--- src/rtl/snn_step_scheduler_if.sv ---
// Bundles the configuration image, the SPI-domain ready flags and the
// scheduler outputs toward the SNN datapath.
//   master : SPI/config side (drives image and flags, observes outputs)
//   slave  : the step scheduler
interface snn_step_scheduler_if #(
    parameter int unsigned N_BYTES     = 80,
    parameter int unsigned SPIKE_BYTES = 1
);
    logic [N_BYTES*8-1:0]     all_data_in;
    logic                     clk_div_ready_in;
    logic                     input_spike_ready_in;
    logic                     debug_config_ready_in;
    logic                     step_en;
    logic [SPIKE_BYTES*8-1:0] spike_snapshot;
    logic [15:0]              step_count;
    logic                     busy;
    logic [7:0]               debug_sel;
    logic                     debug_valid;

    modport master (
        output all_data_in, clk_div_ready_in, input_spike_ready_in, debug_config_ready_in,
        input  step_en, spike_snapshot, step_count, busy, debug_sel, debug_valid
    );

    modport slave (
        input  all_data_in, clk_div_ready_in, input_spike_ready_in, debug_config_ready_in,
        output step_en, spike_snapshot, step_count, busy, debug_sel, debug_valid
    );
endinterface

--- src/rtl/snn_step_scheduler.sv ---
// Step scheduler for the SNN core: synchronizes the SPI ready flags, loads the
// time-step divider, and emits periodic one-cycle step enables together with a
// snapshot of the input-spike bytes.
//   clk     : core clock
//   reset_n : asynchronous active-low reset
//   bus     : slave side of snn_step_scheduler_if (image, flags in; step_en,
//             spike_snapshot, step_count, busy, debug_sel, debug_valid out)
module snn_step_scheduler #(
    parameter int unsigned N_BYTES     = 80,
    parameter int unsigned DIV_IDX     = 0,
    parameter int unsigned SPIKE_IDX   = 1,
    parameter int unsigned SPIKE_BYTES = 1,
    parameter int unsigned DEBUG_IDX   = 79,
    parameter int unsigned SYNC_STAGES = 2
) (
    input  logic                 clk,
    input  logic                 reset_n,
    snn_step_scheduler_if.slave  bus
);
    localparam int unsigned SNAP_W = SPIKE_BYTES * 8;

    typedef enum logic [1:0] {IDLE = 2'd0, ARMED = 2'd1, RUN = 2'd2} state_t;

    state_t              r_state;
    state_t              w_state_nxt;
    logic [SYNC_STAGES-1:0] r_div_sync, r_spk_sync, r_dbg_sync;
    logic                r_dbg_prev;
    logic [7:0]          r_cnt, w_cnt_nxt;
    logic [7:0]          r_div_q, w_div_nxt;
    logic                r_step_en, w_step_en_nxt;
    logic [15:0]         r_step_count, w_count_nxt;
    logic [SNAP_W-1:0]   r_snap, w_snap_nxt;
    logic                r_busy;
    logic [7:0]          r_debug_sel;
    logic                w_div_s, w_spk_s, w_dbg_s;
    logic                w_unused_bits;

    assign w_div_s = r_div_sync[SYNC_STAGES-1];
    assign w_spk_s = r_spk_sync[SYNC_STAGES-1];
    assign w_dbg_s = r_dbg_sync[SYNC_STAGES-1];

    // Only a few bytes of the image are consumed here.
    assign w_unused_bits = ^bus.all_data_in;

    // Ready-flag synchronizers and debug byte capture (independent of the FSM)
    always_ff @(posedge clk or negedge reset_n) begin
        if (!reset_n) begin
            r_div_sync  <= '0;
            r_spk_sync  <= '0;
            r_dbg_sync  <= '0;
            r_dbg_prev  <= 1'b0;
            r_debug_sel <= 8'd0;
        end else begin
            r_div_sync <= {r_div_sync[SYNC_STAGES-2:0], bus.clk_div_ready_in};
            r_spk_sync <= {r_spk_sync[SYNC_STAGES-2:0], bus.input_spike_ready_in};
            r_dbg_sync <= {r_dbg_sync[SYNC_STAGES-2:0], bus.debug_config_ready_in};
            r_dbg_prev <= w_dbg_s;
            if (w_dbg_s && !r_dbg_prev)
                r_debug_sel <= bus.all_data_in[DEBUG_IDX*8 +: 8];
        end
    end

    // FSM state and registered datapath
    always_ff @(posedge clk or negedge reset_n) begin
        if (!reset_n) begin
            r_state      <= IDLE;
            r_cnt        <= 8'd0;
            r_div_q      <= 8'd0;
            r_step_en    <= 1'b0;
            r_step_count <= 16'd0;
            r_snap       <= '0;
            r_busy       <= 1'b0;
        end else begin
            r_state      <= w_state_nxt;
            r_cnt        <= w_cnt_nxt;
            r_div_q      <= w_div_nxt;
            r_step_en    <= w_step_en_nxt;
            r_step_count <= w_count_nxt;
            r_snap       <= w_snap_nxt;
            r_busy       <= (w_state_nxt == RUN);
        end
    end

    // Next state; losing the divider flag outranks losing the spike flag
    always_comb begin
        w_state_nxt   = r_state;
        w_cnt_nxt     = r_cnt;
        w_div_nxt     = r_div_q;
        w_step_en_nxt = 1'b0;
        w_count_nxt   = r_step_count;
        w_snap_nxt    = r_snap;
        case (r_state)
            IDLE: begin
                if (w_div_s) begin
                    w_div_nxt   = bus.all_data_in[DIV_IDX*8 +: 8];
                    w_count_nxt = 16'd0;
                    w_state_nxt = ARMED;
                end
            end
            ARMED: begin
                if (!w_div_s) begin
                    w_state_nxt = IDLE;
                end else if (w_spk_s) begin
                    w_cnt_nxt   = 8'd0;
                    w_state_nxt = RUN;
                end
            end
            RUN: begin
                if (!w_div_s) begin
                    w_cnt_nxt   = 8'd0;
                    w_state_nxt = IDLE;
                end else if (!w_spk_s) begin
                    w_cnt_nxt   = 8'd0;
                    w_state_nxt = ARMED;
                end else if (r_cnt == r_div_q) begin
                    w_cnt_nxt     = 8'd0;
                    w_step_en_nxt = 1'b1;
                    w_count_nxt   = r_step_count + 16'd1;
                    w_snap_nxt    = bus.all_data_in[SPIKE_IDX*8 +: SNAP_W];
                end else begin
                    w_cnt_nxt = r_cnt + 8'd1;
                end
            end
            default: w_state_nxt = IDLE;
        endcase
    end

    assign bus.step_en        = r_step_en;
    assign bus.spike_snapshot = r_snap;
    assign bus.step_count     = r_step_count;
    assign bus.busy           = r_busy;
    assign bus.debug_sel      = r_debug_sel;
    assign bus.debug_valid    = w_dbg_s;
endmodule

--- src/flat_wrapper.sv ---
// flat-port wrapper written by rule: the top's interface ports become plain ports
module snn_step_scheduler_flat 
#(
    parameter int unsigned N_BYTES     = 80,
    parameter int unsigned DIV_IDX     = 0,
    parameter int unsigned SPIKE_IDX   = 1,
    parameter int unsigned SPIKE_BYTES = 1,
    parameter int unsigned DEBUG_IDX   = 79,
    parameter int unsigned SYNC_STAGES = 2
)
  (clk, reset_n, bus_all_data_in, bus_clk_div_ready_in, bus_input_spike_ready_in, bus_debug_config_ready_in, bus_step_en, bus_spike_snapshot, bus_step_count, bus_busy, bus_debug_sel, bus_debug_valid);
  snn_step_scheduler_if #(.N_BYTES(N_BYTES), .SPIKE_BYTES(SPIKE_BYTES)) bus_i ();
  input  logic clk;
  input  logic reset_n;
  input wire logic [$bits(bus_i.all_data_in)-1:0] bus_all_data_in;
  input wire logic [$bits(bus_i.clk_div_ready_in)-1:0] bus_clk_div_ready_in;
  input wire logic [$bits(bus_i.input_spike_ready_in)-1:0] bus_input_spike_ready_in;
  input wire logic [$bits(bus_i.debug_config_ready_in)-1:0] bus_debug_config_ready_in;
  output wire logic [$bits(bus_i.step_en)-1:0] bus_step_en;
  output wire logic [$bits(bus_i.spike_snapshot)-1:0] bus_spike_snapshot;
  output wire logic [$bits(bus_i.step_count)-1:0] bus_step_count;
  output wire logic [$bits(bus_i.busy)-1:0] bus_busy;
  output wire logic [$bits(bus_i.debug_sel)-1:0] bus_debug_sel;
  output wire logic [$bits(bus_i.debug_valid)-1:0] bus_debug_valid;
  assign bus_i.all_data_in = bus_all_data_in;
  assign bus_i.clk_div_ready_in = bus_clk_div_ready_in;
  assign bus_i.input_spike_ready_in = bus_input_spike_ready_in;
  assign bus_i.debug_config_ready_in = bus_debug_config_ready_in;
  assign bus_step_en = bus_i.step_en;
  assign bus_spike_snapshot = bus_i.spike_snapshot;
  assign bus_step_count = bus_i.step_count;
  assign bus_busy = bus_i.busy;
  assign bus_debug_sel = bus_i.debug_sel;
  assign bus_debug_valid = bus_i.debug_valid;
  snn_step_scheduler #(.N_BYTES(N_BYTES), .DIV_IDX(DIV_IDX), .SPIKE_IDX(SPIKE_IDX), .SPIKE_BYTES(SPIKE_BYTES), .DEBUG_IDX(DEBUG_IDX), .SYNC_STAGES(SYNC_STAGES)) u_core (.clk(clk), .reset_n(reset_n), .bus(bus_i));
endmodule
--- config.mk ---
export PLATFORM = sky130hd
export DESIGN_NAME = snn_step_scheduler_flat
export DESIGN_NICKNAME = d
export VERILOG_FILES = /design/src/rtl/snn_step_scheduler_if.sv /design/src/rtl/snn_step_scheduler.sv /design/src/flat_wrapper.sv
export SDC_FILE = /design/constraint.sdc
export NUM_CORES = 1
export LEC_CHECK = 0
export ABC_AREA = 0
export CORE_AREA = 3 3 263 265
export CTS_BUF_LIST = sky130_fd_sc_hd__clkbuf_4 sky130_fd_sc_hd__clkbuf_8 sky130_fd_sc_hd__clkbuf_16
export DETAILED_ROUTE_END_ITERATION = 8
export DIE_AREA = 0 0 266 268
export PLACE_DENSITY_LB_ADDON = 0.05
export REMOVE_ABC_BUFFERS = 1
export SYNTH_ARGS = -nofsm -noshare
export SYNTH_HDL_FRONTEND = slang
export SYNTH_SLANG_ARGS = --single-unit
--- constraint.sdc ---
create_clock -name clk -period 2.5 [get_ports clk]
set_clock_uncertainty 0.1 [all_clocks]
set_input_delay 0.75 -clock clk [delete_from_list [all_inputs] [get_ports clk]]
set_output_delay 0.75 -clock clk [all_outputs]
set_load 0.03 [all_outputs]
Word level (Yosys, flattened, before mapping). Index checks and enable logic that the tools add are counted. W data, S select, Z words.

Register bits after elaboration: 59. Bits of input ports: 645. Word-level logic and storage cells: 54. Output and inout bits: 35.

Equal/unequal tests: 10. Multiplexer cells: 21. Add/sub/neg operators: 2. Reduce and logical (&&, ||, !) cells: 9.

Operators by type and width (count): $mux W16 (4); $mux W8 (5); $pmux W16 S2 (1); $add A16 B1 Y16 const B (1); $pmux W8 S2 (1); $ne A2 B1 Y1 const B (6); $mux W2 (5); $add A8 B1 Y8 const B (1); $eq A8 B8 Y1 (1); $pmux W2 S3 (1); $reduce_and A5 Y1 (1); $eq A2 B2 Y1 const B (2); $mux W1 (4); $reduce_and A4 Y1 (1); $reduce_bool A2 Y1 (2); $reduce_and A3 Y1 (1); $eq A2 B1 Y1 const B (1); $logic_not A2 Y1 (1); $reduce_and A2 Y1 (1); $logic_and A1 B1 Y1 (1); $logic_not A1 Y1 (1).

Depth between registers and ports, before layout. Gate-level depths: netlist of run 1.

Depth in word-level cells: 5. Mapped depth: 8. Depth with buffers taken out: 7.

Worst setup path before layout of run 1. No wires, ideal clock.

Path type: register to register. Start point: reg u_core.r_cnt[5]. End point: reg u_core.r_step_count[14], in the netlist u_core.bus.step_count[14]. Setup slack: -0.079 ns. Stages on the path, launching flop included: 7. Library setup time: 0.124 ns. Data required time: 2.276 ns. Buffers on the path: 1. Arrival: 2.355 ns. Clock period less this slack: 2.579 ns. Path through: dfrtp_1 > xor2_1 > or4_4 > or4_1 > buf_2 > o311a_2 > a211o_1.

Longest elaborated chain between the ends: 3.

Ends and longest elaborated chain: from (decl) (line snn_step_scheduler.sv:28) `logic [7:0] r_cnt, w_cnt_nxt;`; from (signal assigned) (line snn_step_scheduler.sv:75) `r_cnt <= w_cnt_nxt;`; $eq A8 B8 Y1 (line snn_step_scheduler.sv:115) `end else if (r_cnt == r_div_q) begin`; $ne A2 B1 Y1 (no source line); $reduce_and A5 Y1 (no source line); to (signal assigned) (line snn_step_scheduler.sv:78) `r_step_count <= w_count_nxt;`; to (decl) (line snn_step_scheduler.sv:31) `logic [15:0] r_step_count, w_count_nxt;`.

No other way between the ends. A chain may end at the register's enable or synchronous reset.

Worst setup path in the final report of run 1.
Start point: reg u_core.r_cnt[3]. End point: reg u_core.r_step_count[10], in the netlist u_core.bus.step_count[10].

The elaborated chain is that of the path after synthesis.

==> flow_summary.toml, run 1 <==
[status]
status = "finished with violations"
violations = "negative setup slack"

[synthesis]
synth-edff-count = 0
ys_types = 41
synth_area_um2 = 2740
syn_inst = 255
synth_top_area_cell = "dfrtp_1"
seq_area_frac_synth_pct = 53.9
synthArstFlopShare_pct = 100
synth_common_cells = "dfrtp_1, nand2_1, mux2_2, nand3_1, a21oi_1"
synth_top_area_share_pct = 53.9
yosysWarnings = 0
ys_ff_latch = 59
avgSynthCellArea_um2 = 10.7
synthTopCellsByArea = "dfrtp_1, mux2_2, nand2_1"
synth.most_common_cell = "dfrtp_1"
ys.flop_type = "dfrtp_1"

[timing]
fin_crit_sh_pct = 101
layout_setup_ws_ns = -0.0355
finalHoldViolCount = 0
holdWs_ns = 0.251
period_minus_slack_ns = 2.54
maxSlewHeadroom_pct = 48.6
rsz0062_at_grt = "true"
setup_viol = 2
fmax_ghz = 0.394
tightest_slew_ns = 0.770
slew_violations = 0

[setup_path]
critPathRequiredTime_ns = 2.69
critPathKind = "register to register"
critPathArrivalTime_ns = 2.72
cpPeakStageDelay_ns = 0.60
crit_fanout = 7
path_delay_family = "simple AND/OR/NAND/NOR gates"
start_kind = "register"
crit_buf_inv = 0
cp-end-kind = "register"
cp_slowest_cell = "or4_4"
reg2regPathDepth = 5
crit_cells = 5
r2r-start = "u_core.r_cnt[3]"
crit_start = "u_core.r_cnt[3]"
regToRegSetupSlack_ns = -0.04
crit_top_cell = "or4_4"
regToRegEndpoint = "u_core.bus.step_count[10]"
cp-endpoint = "u_core.bus.step_count[10]"
crit_chain = "xor2_1 -> or4_4 -> or4_4 -> or4_4 -> a21oi_2"

[finish]
n_fill_cell = 7863
antenna_cells = 0
nets = 1019
final_area_um2 = 5160
syn2layout_area_growth_pct = 88.5
final_layout_size_suffix_gt1_share_pct = 26.1
ff_latch_area_um2 = 1480
multi_input_area_um2 = 1260

[grt]
grt_max_degree = 60
antenna_found_initial = 0
grt_pass1_vias = 2603
grt_overflow = 0
grt_pass1_wl_um = 20000
grt.total_usage_pct = 4.09

[routing]
dr_wl_met2_um = 6600
via_per_inst = 1.89
post_drt_wl_per_cell_um = 11.1
routed_wl_um = 13800
route.met3.wl_um = 635
final_antenna_net_count = 0
dr.pass1.iters = 6
route.vias.total = 2349
first_iter_violations = 109
wl_met1_um = 6300
remaining_drc_errors = 0
top_layer = "met4"

[place]
portBuffers = 63
dpl_worst_slack_ns = -0.199
dp_hpwl_um = 10500
dpl_cell_area_um2 = 4780
gp_congestion = 0.612

[clocking]
numCtsBuffers = 9
clk_latency_ns = 0.37
cts_tree = "built"
ctsRootBufferMaster = "clkbuf_16"
cts_buffer_depth = 2
cts.clk_slew.worst_paths_ns = 0.06
htree_levels = 3
clock_sinks = 59

[die]
core-area_um2 = 67000
initial_core_util_pct = 4.08
ios = 680
die_y_um = 268
die_w_um = 266
fp.dieArea_um2 = 71300
rows = 95

[flow_run]
cap_violations = 0

[power]
ir_drop_uv = 232
p_leak_nw = 2.01
p_per_area_nw_per_um2 = 675

[hold_path]
hold_class = "register to register"
==> cell families after synthesis <==
family / count (synthesis) / synth area share, %
compound gates: 38 / 9.55
xor+xnor: 10 / 3.20
fa+ha+maj: 6 / 2.74
buf+inv: 14 / 1.96
flops: 59 / 53.9
mux: 26 / 10.3
simple gates: 102 / 18.3
==> per-layer routing <==
| metal | global-route usage (%) | vias up |
|---|---|---|
| li1 | - | 1137 |
| met1 | 5.00 | 1172 |
| met2 | 6.43 | 30 |
| met3 | 1.60 | 10 |
| met4 | 1.64 | 0 |
| met5 | 0 | - |
==> area by class of cell <==
| cell class | instances | area share, % |
|---|---|---|
| clock buffer | 13 | 5.19 |
| clock inverter | 2 | 0.679 |
| inverter | 6 | 0.436 |
| multi-input combinational | 182 | 24.4 |
| sequential | 59 | 28.6 |
| tap | 873 | 21.2 |
| timing repair buffer | 110 | 19.5 |
==> how the worst min path moves through the flow <==
stage / endpoint / slack [ns] / from / cells after the start
floorplan: u_core.r_dbg_sync[1] / 0.23 / u_core.r_dbg_sync[0] / 0
global placement: u_core.r_spk_sync[1] / 0.23 / u_core.r_spk_sync[0] / 0
detailed placement: u_core.r_dbg_sync[1] / 0.24 / u_core.r_dbg_sync[0] / 0
CTS: u_core.r_dbg_sync[1] / 0.26 / u_core.r_dbg_sync[0] / 0
global route: u_core.r_dbg_sync[1] / 0.26 / u_core.r_dbg_sync[0] / 0
finish: u_core.r_dbg_sync[1] / 0.25 / u_core.r_dbg_sync[0] / 0
==> stage by stage <==
stage	TNS, ns	cells	utilization [%]	total power (W)
floorplan	-1.09	247	-	0.00163
global placement	-0.706	1227	7.13	0.00212
detailed placement	-0.580	1227	7.13	0.00212
CTS	-0.245	1246	7.67	0.00362
global route	-0.691	1245	7.70	0.00373
finish	-0.0633	1245	7.70	0.00348
==> where the power goes <==
part,total [W],internal (W),switching [W]
clock,0.00138,0.000843,0.000540
sequential,0.00115,0.00107,0.0000830
combinational,0.000947,0.000442,0.000505
total,0.00348,0.00236,0.00113
==> registers in the layout, indices dropped and copies added (netlist names), 2 cells and up <==
name	count
u_core.r_dbg_sync	2
u_core.r_cnt	8
u_core.bus.debug_sel	8
u_core.r_div_sync	2
u_core.bus.step_count	16
u_core.r_div_q	8
u_core.r_state	2
u_core.r_spk_sync	2
u_core.bus.spike_snapshot	8
==> what timing repair did <==
action                                 in CTS  in global routing
hold buffers                                0                  0
buffers inserted                            4                  0
gates resized for setup                    10                  9
gates cloned                                0                  0
setup endpoints to repair                   8                 25
pin swaps                                  10                  1
endpoints found under the hold margin       0                  0
==> worst reg2reg max path: cells and delay by family, from the launching register on <==
kind | cells | cell delay [ns]
AND/OR/NAND/NOR | 3 | 1.66
flip-flops | 1 | 0.40
XOR/XNOR | 1 | 0.19
AO/OA/AOI/OAI | 1 | 0.12
==> placed cells by master (no fill, tap or decap), drive strengths merged, types with 4 or more instances in the layout <==
| master | instances |
|---|---|
| mux2 | 18 |
| or4 | 5 |
| ha | 6 |
| dfrtp | 59 |
| mux2i | 8 |
| nand2 | 47 |
| nor2 | 8 |
| buf | 48 |
| inv | 6 |
| nand3 | 13 |
| clkdlybuf4s50 | 55 |
| xor2 | 8 |
| a21oi | 11 |
| nor4 | 5 |
| nand4 | 4 |
| o21ai | 5 |
| a22o | 6 |
| a21o | 4 |
| and3 | 5 |
| dlygate4sd2 | 4 |
| clkbuf | 13 |
No activity file was read; power rests on OpenSTA's default activity.
==> run 2, diff against run 1 <==
--- a/config.mk
+++ b/config.mk
@@ -10,7 +10,7 @@
 export CTS_BUF_LIST = sky130_fd_sc_hd__clkbuf_4 sky130_fd_sc_hd__clkbuf_8 sky130_fd_sc_hd__clkbuf_16
 export DETAILED_ROUTE_END_ITERATION = 8
 export DIE_AREA = 0 0 266 268
-export PLACE_DENSITY_LB_ADDON = 0.05
+export PLACE_DENSITY = 0.38
 export REMOVE_ABC_BUFFERS = 1
 export SYNTH_ARGS = -nofsm -noshare
 export SYNTH_HDL_FRONTEND = slang
==> run 2 against run 1 <==
Net effect: the run now ends clean; register-to-register slack improved by 0.04 ns; worst hold slack worse by 0.0039 ns; flip-flop and latch count unchanged; global-route usage down 0.90 points; die area unchanged; via count decreased by 0.30%; cell count down 0.88%; non-clock buffer count down 12; wire length down 20%; utilization fell by 0.17 points; sequential power is essentially flat; sequential share of layout area increased by 0.65 points; critical endpoint unchanged; highest routed layer unchanged.
==> flow_summary.toml, run 2 (same netlist as run 1, synthesis figures left out) <==
[setup_path]
cp-end-kind = "register"
start_kind = "register"
crit_fanout = 6
critPathRequiredTime_ns = 2.67
critPathArrivalTime_ns = 2.67
critPathKind = "register to register"

[die]
initial_core_util_pct = 4.08
die_w_um = 266
rows = 95
die_y_um = 268
ios = 680
fp.dieArea_um2 = 71300
core-area_um2 = 67000

[clocking]
clock_sinks = 59
ctsRootBufferMaster = "clkbuf_16"
htree_levels = 3
cts_buffer_depth = 2
cts.clk_slew.worst_paths_ns = 0.06
cts_tree = "built"
clk_latency_ns = 0.35
cts_hold_buf = 0
postCtsSetupBuffers = 0
numCtsBuffers = 9

[routing]
routed_wl_um = 11100
via_per_inst = 1.90
final_antenna_net_count = 0
post_drt_wl_per_cell_um = 8.98
remaining_drc_errors = 0
dr.pass1.iters = 5
first_iter_violations = 80
route.vias.total = 2342

[power]
ir_drop_uv = 322
p_leak_nw = 1.90
pwr-share-seq_pct = 34.4
pwr-share-comb_pct = 26.7
clockPowerShare_pct = 38.9
swShare_pct = 31.2
p_int_w = 0.00231
p_per_area_nw_per_um2 = 666
p_sw_w = 0.00105

[timing]
maxSlewHeadroom_pct = 55.1
fin_crit_sh_pct = 99.8
layout_setup_ws_ns = 0.00535
fmax_ghz = 0.401
setup_viol = 0
finalHoldViolCount = 0
slew_violations = 0
totalNegativeSetupSlack_ns = 0
rsz0062_at_grt = "true"
tightest_slew_ns = 0.672
period_minus_slack_ns = 2.49

[grt]
grt_max_degree = 60
grt.total_usage_pct = 3.19
grt_pass1_wl_um = 16200
grt_overflow = 0
grt_pass1_vias = 2376
antenna_found_initial = 1

[finish]
final_common_cell = "dfrtp_1"
nets = 1007
antenna_cells = 0
stdcell_count = 1234
multi_input_area_um2 = 1260
syn2layout_area_growth_pct = 84.3
final_cell_mix = "dfrtp_1, clkdlybuf4s50_1, nand2_1"
n_fill_cell = 7870
ff_latch_area_um2 = 1480
largest_reg_flops = 16
final_layout_size_suffix_gt1_share_pct = 24.1

[place]
portBuffers = 63
dpl_worst_slack_ns = -0.112
dpl.cell_count = 1218
dp_hpwl_um = 8900
gp_congestion = 0.665

[hold_path]
hold_class = "register to register"

[flow_run]
cap_violations = 0

[status]
status = "completed"
==> run 2: cell types whose count changed in the layout (fill, tap and decap cells not counted), sizes merged <==
cell	previous run	this run
buf	48	39
clkbuf	13	10
clkinv	1	4
dlymetal6s2s	3	1
clkinvlp	0	1
dlygate4sd2	4	3
==> run 2: per-stage QoR <==
stage	power, W	area, um2	utilization, %	hold slack, ns
after floorplan	0.00163	2710	-	0.231
after global placement	0.00207	4690	7.00	0.241
after detailed placement	0.00207	4690	7.00	0.237
after CTS	0.00343	5000	7.45	0.251
after global routing	0.00356	5050	7.53	0.275
final	0.00336	5050	7.53	0.247
==> run 2: power by group through the flow <==
stage / combinational, W / clock, W / sequential, W
final: 0.000899 / 0.00131 / 0.00115
after global routing: 0.000989 / 0.00140 / 0.00117
after CTS: 0.000903 / 0.00137 / 0.00116
after detailed placement: 0.000897 / 0 / 0.00117
after global placement: 0.000896 / 0 / 0.00117
after floorplan: 0.000424 / 0 / 0.00121
==> run 2: routing by layer <==
metal  wire, um  GRT usage (%)
met1       5000           3.92
met2       5070           4.86
met3        850           1.56
met4        156           1.07
met5          0              0
==> run 2: final timing paths <==
path / startpoint / cells past startpoint / slack, ns / endpoint
hold reg to reg: u_core.r_dbg_sync[0] / 0 / 0.25 / u_core.r_dbg_sync[1]
max in group asynchronous: reset_n / 2 / 1.70 / u_core.bus.debug_sel[0]
setup reg to reg: u_core.r_cnt[3] / 5 / 0.005 / u_core.bus.step_count[10]
hold / removal: u_core.r_dbg_sync[0] / 0 / 0.25 / u_core.r_dbg_sync[1]
min in group asynchronous: reset_n / 2 / 0.30 / u_core.r_spk_sync[0]
setup / recovery: u_core.r_cnt[3] / 5 / 0.005 / u_core.bus.step_count[10]
==> run 2: critical path, cell delays in order (launching register included) <==
cell and delay, ns:
dfrtp_1 0.40, xor2_2 0.19, or4_4 0.54, or4_4 0.58, or4_1 0.48, a21oi_1 0.13
==> run 2: cell type report <==
| class | instances | area share, % |
|---|---|---|
| Sequential cell | 59 | 29.3 |
| Multi-Input combinational cell | 182 | 24.9 |
| Tap cell | 873 | 21.6 |
| Timing Repair Buffer | 98 | 17.7 |
| Clock buffer | 10 | 4.74 |
| Clock inverter | 6 | 1.29 |
| Inverter | 6 | 0.496 |
==> run 2: repair_timing <==
action,in CTS,in global routing
pin swaps,0,3
endpoints found under the setup margin,11,13
resized for setup,5,9
==> run 3, diff against run 2 <==
--- a/config.mk
+++ b/config.mk
@@ -10,7 +10,6 @@
 export CTS_BUF_LIST = sky130_fd_sc_hd__clkbuf_4 sky130_fd_sc_hd__clkbuf_8 sky130_fd_sc_hd__clkbuf_16
 export DETAILED_ROUTE_END_ITERATION = 8
 export DIE_AREA = 0 0 266 268
-export PLACE_DENSITY = 0.38
 export REMOVE_ABC_BUFFERS = 1
 export SYNTH_ARGS = -nofsm -noshare
 export SYNTH_HDL_FRONTEND = slang
==> run 3 against run 2 <==
Net effect: combinational power down 7.8%; design area decreased by 1.9%; clock power is essentially flat; register-to-register slack improved by 0.03 ns; fmax increased by 1.4%; critical path type unchanged; highest routed layer unchanged; critical endpoint is now u_core.bus.step_count[14]; largest cell class unchanged; critical path depth did not move; global-route usage decreased by 0.17 points; first-iteration DRC count rose by 41%.
==> flow_summary.toml, run 3 (same netlist as run 1, synthesis figures left out) <==
[place]
dpl_cell_area_um2 = 4600
portBuffers = 63
dp_hpwl_um = 8440
gp_congestion = 0.751
dpl.cell_count = 1207

[hold_path]
whs_path_depth = 0
hold_class = "register to register"

[timing]
tightest_slew_ns = 0.747
finalHoldViolCount = 0
maxSlewHeadroom_pct = 50.2
slew_violations = 0
fin_crit_sh_pct = 98.4
setup_viol = 0
rsz0062_at_grt = "true"
period_minus_slack_ns = 2.46
fmax_ghz = 0.407

[die]
initial_core_util_pct = 4.08
fp.dieArea_um2 = 71300
core-area_um2 = 67000
ios = 680
die_y_um = 268
rows = 95
die_w_um = 266

[finish]
final_area_um2 = 4950
multi_input_area_um2 = 1240
antenna_cells = 0
n_fill_cell = 7859
stdcell_count = 1225
final_layout_size_suffix_gt1_share_pct = 23.3
final_cell_mix = "dfrtp_1, clkdlybuf4s50_1, nand2_1"
largest_reg_flops = 16
syn2layout_area_growth_pct = 80.8
nets = 998
final_common_cell = "dfrtp_1"
ff_latch_area_um2 = 1480

[setup_path]
critPathKind = "register to register"
crit_cells = 5
start_kind = "register"
path_delay_family = "simple AND/OR/NAND/NOR gates"
crit_fanout = 5
cp-end-kind = "register"
critPathArrivalTime_ns = 2.59
critPathRequiredTime_ns = 2.63
crit_chain = "xor2_1 -> or4_4 -> or4_4 -> o311a_4 -> a211o_1"
cpPeakStageDelay_ns = 0.55
cp_slowest_cell = "or4_4"
crit_top_cell = "or4_4"
reg2regPathDepth = 5
crit_buf_inv = 0

[status]
status = "completed"

[power]
pwr-share-seq_pct = 35.2
p_per_area_nw_per_um2 = 660
ir_drop_uv = 411
swShare_pct = 31.5
p_sw_w = 0.00103
clockPowerShare_pct = 39.5
pwr-share-comb_pct = 25.4
p_leak_nw = 1.81
p_int_w = 0.00224

[grt]
grt_max_degree = 60
grt_pass1_wl_um = 15500
grt.total_usage_pct = 3.01
grt_overflow = 0
grt_pass1_vias = 2402
antenna_found_initial = 0

[clocking]
numCtsBuffers = 9
htree_levels = 3
cts_buffer_depth = 2
cts_hold_buf = 0
ctsRootBufferMaster = "clkbuf_16"
cts.clk_slew.worst_paths_ns = 0.06
cts_tree = "built"
clk_latency_ns = 0.34
clock_sinks = 59

[routing]
routed_wl_um = 10500
remaining_drc_errors = 0
via_per_inst = 1.87
post_drt_wl_per_cell_um = 8.57
final_antenna_net_count = 0
route.met3.wl_um = 628
route.vias.total = 2287
dr_wl_met2_um = 4780
dr.pass1.iters = 4
top_layer = "met4"
first_iter_violations = 113
wl_met1_um = 4660

[flow_run]
cap_violations = 0
==> run 3: cell type report <==
class	instances	area share, %
repair buffers	89	16.4
flip-flops and latches	59	29.8
well taps	873	22.1
clock inverters	7	1.54
multi-input cells	182	25.1
inverters	6	0.455
clock buffers	9	4.55
==> run 3: what timing repair did <==
| action | CTS | global route |
|---|---|---|
| pin swaps | 1 | 0 |
| setup buffers | 2 | 0 |
| setup endpoints to repair | 4 | 4 |
| gates resized for setup | 2 | 5 |
| gates cloned | 0 | 0 |
| hold endpoints to repair | 0 | 0 |
==> run 3: worst paths after layout <==
path / to / slack (ns) / from
max: u_core.bus.step_count[14] / 0.04 / u_core.r_div_q[3]
min: u_core.r_spk_sync[1] / 0.25 / u_core.r_spk_sync[0]
max reg2reg: u_core.bus.step_count[14] / 0.04 / u_core.r_div_q[3]
min reg2reg: u_core.r_spk_sync[1] / 0.25 / u_core.r_spk_sync[0]
max in group asynchronous: u_core.bus.debug_sel[2] / 1.72 / reset_n
min in group asynchronous: u_core.r_cnt[5] / 0.31 / reset_n
==> run 3: through the flow <==
stage	util (%)	total power [W]	hold slack [ns]	setup slack [ns]	setup TNS (ns)
global placement	6.86	0.00196	0.232	-0.156	-0.317
CTS	7.34	0.00332	0.252	0.0184	0
floorplan	-	0.00163	0.231	-0.265	-1.09
finish	7.38	0.00327	0.246	0.0401	0
detailed placement	6.86	0.00199	0.235	-0.173	-0.365
global route	7.38	0.00345	0.266	-0.0218	-0.0301
==> run 3: routing by layer <==
metal	vias up	track usage, %
met5	-	0
met4	0	1.60
met3	16	1.19
met2	53	4.58
met1	1121	3.67
li1	1097	-
==> run 3: worst register-to-register path, cell delays in order (launching register included) <==
cell and delay [ns]:
dfrtp_1 0.40, xor2_1 0.17, or4_4 0.55, or4_4 0.53, o311a_4 0.38, a211o_1 0.22
==> run 3: power groups by stage <==
| stage | registers (W) | clock network (W) | logic [W] |
|---|---|---|---|
| finish | 0.00115 | 0.00129 | 0.000829 |
| global route | 0.00117 | 0.00138 | 0.000907 |
| CTS | 0.00115 | 0.00133 | 0.000838 |
| detailed placement | 0.00117 | 0 | 0.000824 |
| global placement | 0.00116 | 0 | 0.000798 |
| floorplan | 0.00121 | 0 | 0.000424 |
